## src/rtl/usb2_pkg.sv

```systemverilog
// Shared definitions for the USB2 transfer initiator:
// PID codes, state encodings and the default packet size.
package usb2_pkg;

  localparam int MAX_PKT_DEF = 512;

  typedef enum logic [3:0] {
    PID_OUT   = 4'b0001,
    PID_IN    = 4'b1001,
    PID_SETUP = 4'b1101,
    PID_DATA0 = 4'b0011,
    PID_DATA1 = 4'b1011,
    PID_ACK   = 4'b0010,
    PID_NAK   = 4'b1010,
    PID_STALL = 4'b1110
  } pid_e;

  typedef enum logic [2:0] {
    IDLE,
    RX_DATA,
    RX_HS,
    TX_CHK,
    TX_DATA,
    TX_WAIT_HS,
    DONE
  } state_e;

  typedef enum logic [1:0] {
    SQ_IDLE,
    SQ_RD0,
    SQ_RD1,
    SQ_SHOW
  } seq_e;

  function automatic logic [3:0] data_pid(input logic tog);
    return tog ? PID_DATA1 : PID_DATA0;
  endfunction

endpackage

```

## src/rtl/usb2_tx_seq.sv

```systemverilog
// Transmit byte sequencer: walks the endpoint buffer from address 0,
// absorbs the one-cycle read latency and flags the final beat.
module usb2_tx_seq
  import usb2_pkg::*;
(
  input  logic       clk_i,
  input  logic       rst_i,
  input  logic       start_i,
  input  logic [9:0] len_i,
  input  logic [3:0] pid_i,
  input  logic [7:0] rd_q_i,
  input  logic       tx_ready_i,
  output logic [8:0] rd_addr_o,
  output logic       tx_valid_o,
  output logic       tx_last_o,
  output logic [7:0] tx_data_o,
  output logic [3:0] tx_pid_o,
  output logic       done_o
);

  seq_e       st_q;
  logic [9:0] len_q;
  logic [8:0] addr_q;
  logic       valid_q;
  logic       last_q;
  logic       done_q;
  logic [7:0] data_q;
  logic [3:0] pid_q;
  logic       is_last;

  assign is_last = ({1'b0, addr_q} == len_q - 10'd1);

  always_ff @(posedge clk_i or posedge rst_i) begin
    if (rst_i) begin
      st_q    <= SQ_IDLE;
      len_q   <= '0;
      addr_q  <= '0;
      valid_q <= 1'b0;
      last_q  <= 1'b0;
      done_q  <= 1'b0;
      data_q  <= '0;
      pid_q   <= '0;
    end else begin
      done_q <= 1'b0;
      unique case (st_q)
        SQ_IDLE: begin
          if (start_i) begin
            len_q  <= len_i;
            addr_q <= '0;
            pid_q  <= pid_i;
            // An empty buffer still produces one terminating beat
            if (len_i == 10'd0) begin
              valid_q <= 1'b1;
              last_q  <= 1'b1;
              data_q  <= '0;
              st_q    <= SQ_SHOW;
            end else begin
              st_q <= SQ_RD0;
            end
          end
        end
        SQ_RD0: st_q <= SQ_RD1;
        SQ_RD1: begin
          data_q  <= rd_q_i;
          valid_q <= 1'b1;
          last_q  <= is_last;
          st_q    <= SQ_SHOW;
        end
        SQ_SHOW: begin
          if (tx_ready_i) begin
            valid_q <= 1'b0;
            last_q  <= 1'b0;
            if (last_q) begin
              done_q <= 1'b1;
              st_q   <= SQ_IDLE;
            end else begin
              addr_q <= addr_q + 9'd1;
              st_q   <= SQ_RD0;
            end
          end
        end
        default: st_q <= SQ_IDLE;
      endcase
    end
  end

  assign rd_addr_o  = addr_q;
  assign tx_valid_o = valid_q;
  assign tx_last_o  = last_q;
  assign tx_data_o  = data_q;
  assign tx_pid_o   = pid_q;
  assign done_o     = done_q;

endmodule

```

## src/rtl/usb2_xfer_initiator.sv

```systemverilog
// USB2 device-side transfer initiator: token filtering, OUT/SETUP
// reception with handshake, IN transmission with per-endpoint toggles.
module usb2_xfer_initiator
  import usb2_pkg::*;
#(
  parameter int MAX_PKT    = MAX_PKT_DEF,
  parameter int HS_TIMEOUT = 255
) (
  input  logic       phy_clk,
  input  logic       reset,
  input  logic       rx_tok_valid,
  input  logic [3:0] rx_tok_pid,
  input  logic [6:0] rx_tok_addr,
  input  logic [3:0] rx_tok_endp,
  input  logic       rx_data_valid,
  input  logic [7:0] rx_data,
  input  logic [3:0] rx_data_pid,
  input  logic       rx_data_end,
  input  logic       rx_crc_ok,
  input  logic       rx_hs_valid,
  input  logic [3:0] rx_hs_pid,
  output logic       tx_hs_req,
  output logic [3:0] tx_hs_pid,
  input  logic       tx_hs_ack,
  output logic       tx_valid,
  output logic [7:0] tx_data,
  output logic       tx_last,
  output logic [3:0] tx_pid,
  input  logic       tx_ready,
  output logic       xfer_in,
  output logic       xfer_out,
  output logic [3:0] xfer_endp,
  output logic [3:0] xfer_pid,
  input  logic       xfer_ready,
  output logic [8:0] buf_in_addr,
  output logic [7:0] buf_in_data,
  output logic       buf_in_wren,
  output logic [8:0] buf_out_addr,
  input  logic [7:0] buf_out_q,
  input  logic [9:0] buf_out_len,
  input  logic [6:0] dev_addr
);

  localparam logic [9:0]  MAXP     = 10'(MAX_PKT);
  localparam logic [15:0] TMO_LAST = 16'(HS_TIMEOUT - 1);

  state_e      state_q;
  logic [3:0]  endp_q;
  logic        setup_q;
  logic        first_q;
  logic        ovf_q;
  logic [9:0]  wr_cnt_q;
  logic [15:0] tog_q;
  logic [15:0] tmr_q;
  logic        xin_q;
  logic        xout_q;
  logic [3:0]  xpid_q;
  logic        hs_req_q;
  logic [3:0]  hs_pid_q;
  logic [8:0]  bin_addr_q;
  logic [7:0]  bin_data_q;
  logic        bin_wren_q;

  logic       tok_hit;
  logic       tok_rx;
  logic       room;
  logic       ovf_now;
  logic       seq_start;
  logic       seq_done;
  logic [9:0] seq_len;

  assign tok_hit   = rx_tok_valid && (rx_tok_addr == dev_addr);
  assign tok_rx    = (rx_tok_pid == PID_OUT) || (rx_tok_pid == PID_SETUP);
  assign room      = wr_cnt_q < MAXP;
  assign ovf_now   = ovf_q | (rx_data_valid & ~room);
  assign seq_start = (state_q == TX_CHK) && xfer_ready;
  assign seq_len   = (buf_out_len > MAXP) ? MAXP : buf_out_len;

  always_ff @(posedge phy_clk or posedge reset) begin
    if (reset) begin
      state_q    <= IDLE;
      endp_q     <= '0;
      setup_q    <= 1'b0;
      first_q    <= 1'b0;
      ovf_q      <= 1'b0;
      wr_cnt_q   <= '0;
      tog_q      <= '0;
      tmr_q      <= '0;
      xin_q      <= 1'b0;
      xout_q     <= 1'b0;
      xpid_q     <= '0;
      hs_req_q   <= 1'b0;
      hs_pid_q   <= '0;
      bin_addr_q <= '0;
      bin_data_q <= '0;
      bin_wren_q <= 1'b0;
    end else begin
      bin_wren_q <= 1'b0;
      unique case (state_q)
        IDLE: begin
          if (tok_hit && tok_rx) begin
            endp_q   <= rx_tok_endp;
            setup_q  <= (rx_tok_pid == PID_SETUP);
            first_q  <= 1'b1;
            ovf_q    <= 1'b0;
            wr_cnt_q <= '0;
            xin_q    <= 1'b1;
            state_q  <= RX_DATA;
          end else if (tok_hit && rx_tok_pid == PID_IN) begin
            endp_q  <= rx_tok_endp;
            state_q <= TX_CHK;
          end
        end
        RX_DATA: begin
          if (rx_data_valid) begin
            first_q <= 1'b0;
            if (first_q)
              xpid_q <= setup_q ? PID_SETUP : rx_data_pid;
            if (room) begin
              bin_wren_q <= 1'b1;
              bin_addr_q <= wr_cnt_q[8:0];
              bin_data_q <= rx_data;
              wr_cnt_q   <= wr_cnt_q + 10'd1;
            end else begin
              ovf_q <= 1'b1;
            end
          end
          if (rx_data_end) begin
            if (rx_crc_ok && setup_q)
              tog_q[endp_q] <= 1'b1;
            if (rx_crc_ok && !ovf_now) begin
              hs_req_q <= 1'b1;
              hs_pid_q <= (setup_q || xfer_ready) ? PID_ACK : PID_NAK;
              state_q  <= RX_HS;
            end else begin
              xin_q   <= 1'b0;
              state_q <= DONE;
            end
          end
        end
        RX_HS: begin
          if (tx_hs_ack) begin
            hs_req_q <= 1'b0;
            xin_q    <= 1'b0;
            xout_q   <= 1'b0;
            state_q  <= DONE;
          end
        end
        TX_CHK: begin
          if (!xfer_ready) begin
            hs_req_q <= 1'b1;
            hs_pid_q <= PID_NAK;
            state_q  <= RX_HS;
          end else begin
            xout_q  <= 1'b1;
            xpid_q  <= data_pid(tog_q[endp_q]);
            state_q <= TX_DATA;
          end
        end
        TX_DATA: begin
          if (seq_done) begin
            tmr_q   <= '0;
            state_q <= TX_WAIT_HS;
          end
        end
        TX_WAIT_HS: begin
          // Only a host ACK confirms delivery and advances the toggle
          if (rx_hs_valid) begin
            if (rx_hs_pid == PID_ACK)
              tog_q[endp_q] <= ~tog_q[endp_q];
            xout_q  <= 1'b0;
            state_q <= DONE;
          end else if (tmr_q == TMO_LAST) begin
            xout_q  <= 1'b0;
            state_q <= DONE;
          end else begin
            tmr_q <= tmr_q + 16'd1;
          end
        end
        DONE: begin
          xin_q   <= 1'b0;
          xout_q  <= 1'b0;
          state_q <= IDLE;
        end
        default: state_q <= IDLE;
      endcase
    end
  end

  usb2_tx_seq u_tx_seq (
    .clk_i      (phy_clk),
    .rst_i      (reset),
    .start_i    (seq_start),
    .len_i      (seq_len),
    .pid_i      (data_pid(tog_q[endp_q])),
    .rd_q_i     (buf_out_q),
    .tx_ready_i (tx_ready),
    .rd_addr_o  (buf_out_addr),
    .tx_valid_o (tx_valid),
    .tx_last_o  (tx_last),
    .tx_data_o  (tx_data),
    .tx_pid_o   (tx_pid),
    .done_o     (seq_done)
  );

  assign tx_hs_req   = hs_req_q;
  assign tx_hs_pid   = hs_pid_q;
  assign xfer_in     = xin_q;
  assign xfer_out    = xout_q;
  assign xfer_endp   = endp_q;
  assign xfer_pid    = xpid_q;
  assign buf_in_addr = bin_addr_q;
  assign buf_in_data = bin_data_q;
  assign buf_in_wren = bin_wren_q;

endmodule

```

## config.mk

```make
export PLATFORM = sky130hd
export DESIGN_NAME = usb2_xfer_initiator
export DESIGN_NICKNAME = d
export VERILOG_FILES = /design/src/rtl/usb2_pkg.sv /design/src/rtl/usb2_tx_seq.sv /design/src/rtl/usb2_xfer_initiator.sv
export SDC_FILE = /design/constraint.sdc
export NUM_CORES = 1
export LEC_CHECK = 0
export ABC_AREA = 1
export CAP_MARGIN = 20
export CORE_MARGIN = 2
export CORE_UTILIZATION = 48
export CTS_CLUSTER_DIAMETER = 120
export DETAILED_ROUTE_END_ITERATION = 10
export PLACE_DENSITY_LB_ADDON = 0.1
export SLEW_MARGIN = 20
export SYNTH_ARGS = -nofsm -noshare
export SYNTH_HDL_FRONTEND = slang
export SYNTH_SLANG_ARGS = --single-unit
```

## constraint.sdc

```tcl
create_clock -name phy_clk -period 4.1 [get_ports phy_clk]
set_clock_uncertainty 0.15 [all_clocks]
set_input_delay 1.025 -clock phy_clk [delete_from_list [all_inputs] [get_ports phy_clk]]
set_output_delay 1.025 -clock phy_clk [all_outputs]
set_load 0.1 [all_outputs]
```

==> flow_results.org <==
** Worst setup path
- At the worst endpoint, the required time is 2.92 ns.
- Broken down by cell family, the worst path's largest delay share belongs to buffers and inverters.
- CP Class :: reg2out
- Total buffers and inverters traversed by the critical path :: 1
- Of all nets on the critical path, the largest fanout is 6.
- Depth of the most critical reg-to-reg path :: 7
- In this run the critical register-to-register path is launched from u_tx_seq.st_q[0].
- Arrival time at the worst endpoint :: approximately 2.1 ns
- For this run, the slowest stage of the critical path takes roughly 1.2 ns.
- The worst setup path is captured at an output port.
- Worst setup path start :: u_tx_seq.rd_addr_o[5]
- The critical path goes through clkdlybuf4s50_1.
- Launching element type of the critical path :: flop
- Cell depth of the worst setup path :: 1
- Standard cell with the maximum stage delay on the critical path :: clkdlybuf4s50_1

** Global routing
- Entering global routing, the biggest net connects 36 pins.
- The initial antenna violation count came to 0.
- The first global-routing pass estimated 26.0 mm of wire.
- Summed over all layers, the global routing overflow is 0.
- Across every metal layer, demand over resource in global routing totals 0.228.
- Via count of the first global-routing pass :: between 5000 and 6000

** Synth
- After technology mapping, the gate count stands at ~850.
- Synthesis inferred between 100 and 150 register bits.
- The most used flip-flop cell after synthesis is dfrtp_1.
- Average instance area after synthesis :: approximately 7.5 sq um
- Synthesized area :: roughly 6300 sq um
- The Yosys step of the flow raised 0 warnings.
- Count of different cell masters after synthesis :: between 40 and 50
- Share of flip-flops with an asynchronous set or reset :: 1.00
- Of the synthesized area, sequential elements account for 0.446.
- Post-synth EDFFs :: 0

** Clocking
- The tree is rooted in a clkbuf_16.
- Number of cells upsized or downsized after cts :: 0
- Worst-case clock buffer depth :: 2
- Total number of H-tree levels :: 4
- Clock tree from TritonCTS :: done
- Number of setup buffers added after CTS :: 0
- TritonCTS created 17 clock buffers.
- Counting every sink on the clock net gives between 100 and 150.
- For the worst-skew pair, the clock arrives at the later sink with an insertion delay of approximately 0.42 ns.
- Hold buffer count at CTS :: 0
- Clock input transition at the sequential cells of the worst setup and hold paths :: 0.05 ns

** Power
- Total power divided by cell area :: around 760 nW/um^2
- Of the total power, the clock network draws 0.231.
- Of the total power, combinational logic draws 0.509.
- The share of total power dissipated in sequential elements is 0.260.
- In this run the static leakage power is between 3 and 4 nW.
- The design draws around 6.3 mW.
- Of the total power, the share spent switching nets is 0.504.
- Internal power contribution :: 3.11 mW
- Summed over all nets, the switching power comes to 3.16 mW.
- VDD sags by at most approximately 310 uV.

** Die
- The floorplan has 42 rows.
- The floorplan step defined a die boundary enclosing around 14000 sq um.
- Core area :: 13100 sq um
- Boundary Pins :: approximately 120
- Initial Utilization :: 0.485
- The die is ~120 um wide.
- Measured along the y axis, the die boundary spans about 120 um.

** Worst hold path
- Cell depth of the worst hold path :: 2
- Critical hold path startpoint :: buf_in_data[1]
- In this run the worst hold path is classified as reg2reg.

** Detailed routing
- Routed length per instance :: 13.0 um
- Routed metal-1 wire length :: 6.84 mm
- Number of vias per cell :: 5.01
- After detailed routing, the number of remaining DRC violations is 0.
- The first TritonRoute pass finished after 5 iterations.
- The highest metal layer carrying signal wires in the routed design is met4.
- After the first detailed-routing iteration, the DRC count stood at approximately 350.
- Detailed routing inserted a total of about 5800 vias.
- Total Routed Length :: about 15 mm
- Met3 routed wirelength :: around 800 um
- Post-detailed-route count of antenna-violating nets :: 0
- Met2 wire len :: 7.23 mm

** Layout
- In the final layout, the share of cells above drive strength 1 is 0.0863.
- The top cell types in the final layout, fill and taps aside, are 281 x nand2_1, 116 x clkdlybuf4s50_1, 113 x dfrtp_1.
- Number of non-filler instances in the completed layout :: 1161
- Count of antenna diodes in the layout :: 0
- Leaving out fill and tap cells, the most frequent cell in the layout is nand2_1.
- Post-layout net count :: between 1000 and 1500
- Relative area change from synthesis to final layout :: 30.5%
- The finished cells cover roughly 8300 sq um.

** Outcome
- The run finished with clean final reports.

** STA
- Ratio of final minimum period to clock period :: 0.798
- The max-slew violation count was 0.
- Setup violations remaining at the end of the flow were counted as 0.
- Tightest Pin Transition :: 1.03 ns
- Relative slew slack :: 0.312
- Setup repair after global routing left no endpoint under its margin.
- Subtracting the final worst setup slack from the clock period gives 3.27 ns.
- On the final layout, the worst hold slack is ~0.32 ns.
- Total Negative Setup Slacks :: 0 ns
- The count of endpoints failing hold in the final timing report came to 0.
- Maximum clock frequency :: 306 MHz

** Placed design
- Counting tap cells, the placed design contains a total of roughly 1100 instances.
- After legalization and detailed placement, the total HPWL measured between 10 and 15 mm.
- Buffers placed on the I/O ports in this run total roughly 120.
- Total placed instance area :: about 7700 sq um
- At the end of routability-driven placement, the weighted congestion stood at 0.924.

** Flow run
- Max-cap violations in this run came to 0.
## metal layers
layer,vias to the layer above,GRT usage
met4,0,0.0751
met2,148,0.380
met1,2651,0.291
met5,-,0
li1,3001,-
met3,19,0.0541
## path summary, 6_finish.rpt
kind	end	slack [ns]
worst max-delay path	buf_out_addr[5]	0.83
worst min-delay path	buf_in_data[1]	0.32
worst max register to register	u_tx_seq.len_q[8]	1.82
worst min register to register	buf_in_data[1]	0.32
max in group asynchronous	tog_q[15]	2.17
min in group asynchronous	buf_in_data[6]	0.93
## Yosys cell counts (4+ instances only)
cell	instances	area, sq um
nand2_1	281	1050
dfrtp_1	113	2830
inv_1	81	304
nand3_1	59	295
nor2_1	57	214
nand4_1	31	194
o21ai_1	31	155
o21ai_0	26	130
a21oi_1	19	95.1
nor3_1	17	85.1
xor2_1	14	123
buf_2	13	65.1
inv_2	13	48.8
o31ai_1	13	97.6
or2_2	10	62.6
ha_1	9	113
a22oi_1	8	60.1
nand2_2	7	43.8
nor2_2	6	37.5
xnor2_1	6	52.6
buf_4	4	30.0
## final cells by class
| cell class | instances | area (sq um) |
|---|---|---|
| timing repair buffer | 122 | 1230 |
| multi-input combinational | 622 | 3050 |
| clock inverter | 13 | 136 |
| clock buffer | 19 | 453 |
| tap | 176 | 220 |
| inverter | 96 | 364 |
| sequential | 113 | 2830 |
| fill | 1175 | 4800 |
## cells by family (layout without fill, tap and decap cells)
group / count (synthesis) / after routing / share of synthesized area
AND/OR/NAND/NOR: 481 / 481 / 0.334
other: 1 / 3 / 0.000591
AO/OA/AOI/OAI: 109 / 109 / 0.100
flip-flops: 113 / 113 / 0.446
XOR/XNOR: 20 / 20 / 0.0276
adder cells (fa/ha/maj): 9 / 9 / 0.0177
buffers and inverters: 116 / 250 / 0.0747
## per-stage QoR
step / setup WS (ns) / util
CTS: 0.805 / 0.633
global placement: 0.961 / 0.588
floorplan: 1.55 / -
finish: 0.830 / 0.633
global route: 0.779 / 0.633
detailed placement: 0.915 / 0.588
## worst register-to-register path: stages (launching register included)
cell	delay (ns)
dfrtp_1	0.41
inv_1	0.12
ha_1	0.36
inv_1	0.09
nor2_2	0.54
inv_2	0.18
nor2_1	0.22
a22o_1	0.15
## sequential cells by signal (all words and copies together), names as in the netlist
register,count
buf_in_addr,9
buf_in_data,8
buf_in_wren,1
first_q,1
ovf_q,1
setup_q,1
state_q,3
tmr_q,16
tog_q,16
tx_hs_pid,2
tx_hs_req,1
u_tx_seq.done_o,1
u_tx_seq.len_q,10
u_tx_seq.rd_addr_o,9
u_tx_seq.st_q,2
u_tx_seq.tx_data_o,8
u_tx_seq.tx_last_o,1
u_tx_seq.tx_pid_o,2
u_tx_seq.tx_valid_o,1
wr_cnt_q,10
xfer_endp,4
xfer_in,1
xfer_out,1
xfer_pid,4
## power by group through the flow
| stage | clock [mW] | combinational (mW) | sequential [mW] |
|---|---|---|---|
| floorplan | 0 | 1.21 | 2.90 |
| CTS | 1.48 | 3.21 | 1.64 |
| detailed placement | 0 | 3.20 | 1.65 |
| global placement | 0 | 3.17 | 1.65 |
| global route | 1.53 | 3.47 | 1.68 |
| finish | 1.45 | 3.19 | 1.63 |
(Power assumes the default switching activity.)
